--- src/rtl/uart_bootloader_top.sv ---
// UART bootloader bring-up top: 8N1 receiver driving LEDs, with an optional echo transmitter.
// Define UART_ECHO_EN to build the TX echo path; otherwise ftdi_tx is tied high.
module uart_bootloader_top #(
    parameter int CLKS_PER_BIT = 104
) (
    input  logic hwclk,
    input  logic resetn,
    input  logic ftdi_rx,
    output logic ftdi_tx,
    output logic led_green,
    output logic D1,
    output logic D2,
    output logic D3,
    output logic D4
);
    localparam int CW = $clog2(CLKS_PER_BIT + 1);
    localparam logic [CW-1:0] HALF_LAST = CW'(CLKS_PER_BIT / 2 - 1);
    localparam logic [CW-1:0] BIT_LAST  = CW'(CLKS_PER_BIT - 1);

    typedef enum logic [2:0] {RX_IDLE, RX_START, RX_DATA, RX_STOP, RX_DONE} rx_state_t;

    logic            rx_meta, rx_sync;
    rx_state_t       rx_state, rx_state_nxt;
    logic [CW-1:0]   rx_cnt, rx_cnt_nxt;
    logic [2:0]      rx_bit, rx_bit_nxt;
    logic [7:0]      rx_shift, rx_shift_nxt;
    logic            rx_dv, rx_dv_nxt;
    logic [3:0]      leds;

    // Synchronizer flops reset to the idle line level so reset never looks like a start bit.
    always_ff @(posedge hwclk or posedge resetn) begin
        if (resetn) begin
            rx_meta <= 1'b1;
            rx_sync <= 1'b1;
        end else begin
            rx_meta <= ftdi_rx;
            rx_sync <= rx_meta;
        end
    end

    always_ff @(posedge hwclk or posedge resetn) begin
        if (resetn) begin
            rx_state <= RX_IDLE;
            rx_cnt   <= '0;
            rx_bit   <= '0;
            rx_shift <= '0;
            rx_dv    <= 1'b0;
        end else begin
            rx_state <= rx_state_nxt;
            rx_cnt   <= rx_cnt_nxt;
            rx_bit   <= rx_bit_nxt;
            rx_shift <= rx_shift_nxt;
            rx_dv    <= rx_dv_nxt;
        end
    end

    always_comb begin
        rx_state_nxt = rx_state;
        rx_cnt_nxt   = rx_cnt;
        rx_bit_nxt   = rx_bit;
        rx_shift_nxt = rx_shift;
        rx_dv_nxt    = 1'b0;
        case (rx_state)
            RX_IDLE: begin
                rx_cnt_nxt = '0;
                rx_bit_nxt = '0;
                if (!rx_sync) rx_state_nxt = RX_START;
            end
            RX_START: begin
                if (rx_cnt == HALF_LAST) begin
                    rx_cnt_nxt   = '0;
                    rx_state_nxt = rx_sync ? RX_IDLE : RX_DATA;
                end else begin
                    rx_cnt_nxt = rx_cnt + 1'b1;
                end
            end
            RX_DATA: begin
                if (rx_cnt == BIT_LAST) begin
                    rx_cnt_nxt   = '0;
                    // LSB first: after 8 right-shifts bit 0 of the byte sits at rx_shift[0].
                    rx_shift_nxt = {rx_sync, rx_shift[7:1]};
                    if (rx_bit == 3'd7) rx_state_nxt = RX_STOP;
                    else                rx_bit_nxt   = rx_bit + 1'b1;
                end else begin
                    rx_cnt_nxt = rx_cnt + 1'b1;
                end
            end
            RX_STOP: begin
                if (rx_cnt == BIT_LAST) begin
                    rx_cnt_nxt   = '0;
                    rx_dv_nxt    = rx_sync;
                    rx_state_nxt = RX_DONE;
                end else begin
                    rx_cnt_nxt = rx_cnt + 1'b1;
                end
            end
            RX_DONE: rx_state_nxt = RX_IDLE;
            default: rx_state_nxt = RX_IDLE;
        endcase
    end

    always_ff @(posedge hwclk or posedge resetn) begin
        if (resetn) begin
            leds      <= '0;
            led_green <= 1'b0;
        end else if (rx_dv) begin
            leds      <= rx_shift[3:0];
            led_green <= ~led_green;
        end
    end

    assign {D4, D3, D2, D1} = leds;

`ifdef UART_ECHO_EN
    typedef enum logic [1:0] {TX_IDLE, TX_START, TX_DATA, TX_STOP} tx_state_t;

    tx_state_t     tx_state, tx_state_nxt;
    logic [CW-1:0] tx_cnt, tx_cnt_nxt;
    logic [2:0]    tx_bit, tx_bit_nxt;
    logic [7:0]    tx_data, tx_data_nxt;
    logic          tx_line, tx_line_nxt;

    always_ff @(posedge hwclk or posedge resetn) begin
        if (resetn) begin
            tx_state <= TX_IDLE;
            tx_cnt   <= '0;
            tx_bit   <= '0;
            tx_data  <= '0;
            tx_line  <= 1'b1;
        end else begin
            tx_state <= tx_state_nxt;
            tx_cnt   <= tx_cnt_nxt;
            tx_bit   <= tx_bit_nxt;
            tx_data  <= tx_data_nxt;
            tx_line  <= tx_line_nxt;
        end
    end

    // A byte arriving while busy is ignored, so the frame on the wire is never disturbed.
    always_comb begin
        tx_state_nxt = tx_state;
        tx_cnt_nxt   = tx_cnt;
        tx_bit_nxt   = tx_bit;
        tx_data_nxt  = tx_data;
        case (tx_state)
            TX_IDLE: begin
                tx_cnt_nxt = '0;
                tx_bit_nxt = '0;
                if (rx_dv) begin
                    tx_data_nxt  = rx_shift;
                    tx_state_nxt = TX_START;
                end
            end
            TX_START: begin
                if (tx_cnt == BIT_LAST) begin
                    tx_cnt_nxt   = '0;
                    tx_state_nxt = TX_DATA;
                end else begin
                    tx_cnt_nxt = tx_cnt + 1'b1;
                end
            end
            TX_DATA: begin
                if (tx_cnt == BIT_LAST) begin
                    tx_cnt_nxt = '0;
                    if (tx_bit == 3'd7) tx_state_nxt = TX_STOP;
                    else                tx_bit_nxt   = tx_bit + 1'b1;
                end else begin
                    tx_cnt_nxt = tx_cnt + 1'b1;
                end
            end
            TX_STOP: begin
                if (tx_cnt == BIT_LAST) tx_state_nxt = TX_IDLE;
                else                    tx_cnt_nxt   = tx_cnt + 1'b1;
            end
            default: tx_state_nxt = TX_IDLE;
        endcase
        case (tx_state_nxt)
            TX_START: tx_line_nxt = 1'b0;
            TX_DATA:  tx_line_nxt = tx_data_nxt[tx_bit_nxt];
            default:  tx_line_nxt = 1'b1;
        endcase
    end

    assign ftdi_tx = tx_line;
`else
    assign ftdi_tx = 1'b1;
`endif

endmodule

--- config.mk ---
export PLATFORM = sky130hd
export DESIGN_NAME = uart_bootloader_top
export DESIGN_NICKNAME = d
export VERILOG_FILES = /design/src/rtl/uart_bootloader_top.sv
export SDC_FILE = /design/constraint.sdc
export NUM_CORES = 1
export LEC_CHECK = 0
export ABC_CLOCK_PERIOD_IN_PS = 2250
export CAP_MARGIN = 0
export CORE_ASPECT_RATIO = 0.7
export CORE_MARGIN = 3
export CORE_UTILIZATION = 55
export DETAILED_ROUTE_END_ITERATION = 8
export PLACE_DENSITY = 0.79
export SLEW_MARGIN = 0
export SYNTH_ARGS = -nofsm -noshare
export SYNTH_HDL_FRONTEND = slang
export SYNTH_SLANG_ARGS = --single-unit
--- constraint.sdc ---
create_clock -name hwclk -period 2.25 [get_ports hwclk]
set_input_delay 0.5625 -clock hwclk [delete_from_list [all_inputs] [get_ports hwclk]]
set_output_delay 0.5625 -clock hwclk [all_outputs]
set_load 0.005 [all_outputs]
==> results.md <==
- Req. time, crit path: 2.44 ns
- TNS Setup: 0 ns
- Arr. time, crit path: 2.14 ns
- Chip width: 65.8 um
- Final setup skew: 0.0149 ns
- Share of the synthesized area in the top cell type: 49.1%
- Area growth from synthesis to layout: 11.4%
- Clk slew on worst S/H paths: 0.08 ns
- Top cells by count, synth: 27 x dfrtp_1, 8 x mux2_4, 7 x nand2_1, 7 x nor2_1
- Worst setup path startpoint: rx_cnt[0]
- CP max stage cell: or3_1
- Synth area leader: dfrtp_1
- Multi-input logic area: 598 um2
- Period utilization: 86.6%
- Status: complete, no violations
- Clock root cell: clkbuf_4
- Routed len/inst: 14.8 um
- Syn_nets: 118
- Fmax: 0.513 GHz
- Global placement routability congestion: 0.852
- Max-Cap Viols: 0
- Crit path time final: 1.95 ns
- Postcts setup bufs: 0
- Critical path class: reg2reg
- Reg2Reg Setup Slack: 0.30 ns
- # DRC: 0
- EDFF count, synth: 0
- Average cell area after synthesis: 12.3 um2
- Vias in the first global route: 883
- Non-filler cells, final: 157
- LEAKAGE: 0.736 nW
- CTS-repair resized insts: 0
- Fin. max-slew vios: 0
- Power Dens Cells: 560 nW/um2
- RSZ-0062 raised after global routing: no
- DP Worst Slack: 0.325 ns
- Syn Std Cell Area: 1380 um2
- CP peak stage delay: 0.53 ns
- Share of layout cells above drive strength 1: 23.2%
- Fillers: 164
- Final hold vios: 0
- Worst-margin pin slew: 0.490 ns
- Netlist cell types: 36
- Top cells by area, synth: dfrtp_1 49%, mux2_4 8.7%, mux2_2 4.1%, dfstp_2 3.8%, a22o_1 3.2%
- Ports: 9
- Post-layout util: 67.8%
- Final nets: 130
- Row cnt: 14
- GR Overflow Total: 0
- WP buf/inv: 0
- Die height: 47.9 um
- Clock tree buffer depth: 2
- Vias: 878
- Post-synthesis sequential area ratio: 52.9%
- Tot GR Track Use: 18.6%
- Port Buffers: 7
- Drt pass-1 iters: 4
- Vias per cell: 5.59
- Setup WS post-layout: 0.301 ns
- Clock sinks: 29
- Most instantiated library cell after synthesis: dfrtp_1
- Final setup fails: 0
- Worst-path fanout max: 8
- Fin area: 1530 um2
- CTS tree: done
- VDD IR max: 0.000451 V
- Worst hold path class: reg2reg
- Die area: 3150 um2
- Placed inst area: 1470 um2
- Cts bufs inserted: 5
- Initial Util: 60.9%
- Initial antenna violation count: 0
- Slew headroom: 67.0%
- Startpoint Class: flop
- Hold WS: 0.359 ns
- Critical R2R Launch: rx_cnt[0]
- Initial drt markers: 90
- Register area: 728 um2
- Total Wirelength: 2.33 mm
- Core box area: 2260 um2
- Antenna Cells: 0
- Top cell family by delay on the critical path: simple AND/OR/NAND/NOR gates
- #FFs+latches synth: 29
- Synth Instances: 112
- Min-delay src: rx_meta
- Post-synth top flop: dfrtp_1
- Hold buffer count at cts: 0
- Antenna-violating nets left: 0
- Cells after DPL: 149
- Largest net degree at the start of global routing: 30
- Synth async-reset ratio: 100%
- Skew-Pair Late Insertion Delay: 0.32 ns
- Critical Path, Cell by Cell: ha_1 -> and3b_1 -> nand2_1 -> or3_1 -> mux2_4
- Yosys warning count: 0
- PnR Total Power: 0.858 mW
- Global-route wire length before repair: 4.09 mm
- H-tree depth: 2
- CP Capture Type: flop
[worst reg2reg max path, delay by kind of cell, from the launching register on]
| kind | cells | cell delay [ns] |
|---|---|---|
| multiplexers | 1 | 0.38 |
| adder cells (fa/ha/maj) | 1 | 0.24 |
| AND/OR/NAND/NOR | 3 | 0.80 |
| flip-flops | 1 | 0.41 |
[metal layers]
metal | part of all wire [%] | GRT usage [%] | vias up
met5 | 0 | 0 | -
met4 | 0.73 | 9.09 | 0
met3 | 6.0 | 6.34 | 2
met2 | 45 | 27.7 | 29
met1 | 48 | 24.7 | 424
li1 | - | - | 423
[cell families (layout without fill, tap and decap cells)]
group                      count (synthesis)  after routing  share of synthesized area, %
and+or+nand+nor                           36             36                          14.9
DFF                                       29             29                          52.9
AOI/OAI and AO/OA                         15             15                          8.82
muxes                                     14             14                          13.5
buffers and inverters                      9             22                          3.64
xor gates and xnor gates                   5              5                          3.18
adders and majority gates                  3              3                          2.73
other                                      1              1                         0.272
[state kept, by name, summed over array words and instances, names as in the netlist]
name,count
leds,4
rx_shift,8
rx_state,3
rx_dv,1
rx_sync,1
rx_bit,3
rx_meta,1
led_green,1
rx_cnt,7
[path summary, 6_finish.rpt]
path / depth (start not counted) / end
hold reg to reg: 0 / rx_sync
setup / recovery: 5 / rx_shift[4]
max in group asynchronous: 3 / rx_sync
hold / removal: 0 / rx_sync
min in group asynchronous: 3 / rx_bit[1]
setup reg to reg: 5 / rx_shift[4]
[layout by cell type, fill, tap and decap left out, types with 4 or more instances in the layout]
master,instances
nor2_1,7
clkbuf_4,5
clkdlybuf4s50_1,7
or3_1,4
nand2_1,7
mux2_4,8
mux2_2,5
dfrtp_1,27
inv_1,4
a22o_1,5
[where the power goes]
group | internal [mW] | total (mW) | switching (mW) | leakage (nW)
logic | 0.00559 | 0.0170 | 0.0114 | 0.320
registers | 0.524 | 0.525 | 0.00138 | 0.383
clock network | 0.154 | 0.316 | 0.162 | 0.0326
[area by class of cell]
type | count | area share (%)
timing repair buffer | 10 | 6.04
tap | 32 | 2.61
sequential | 29 | 47.5
multi-input combinational | 74 | 39.0
inverter | 4 | 0.980
clock buffer | 8 | 3.84
Note: power is estimated with default switching activity, not from simulation.
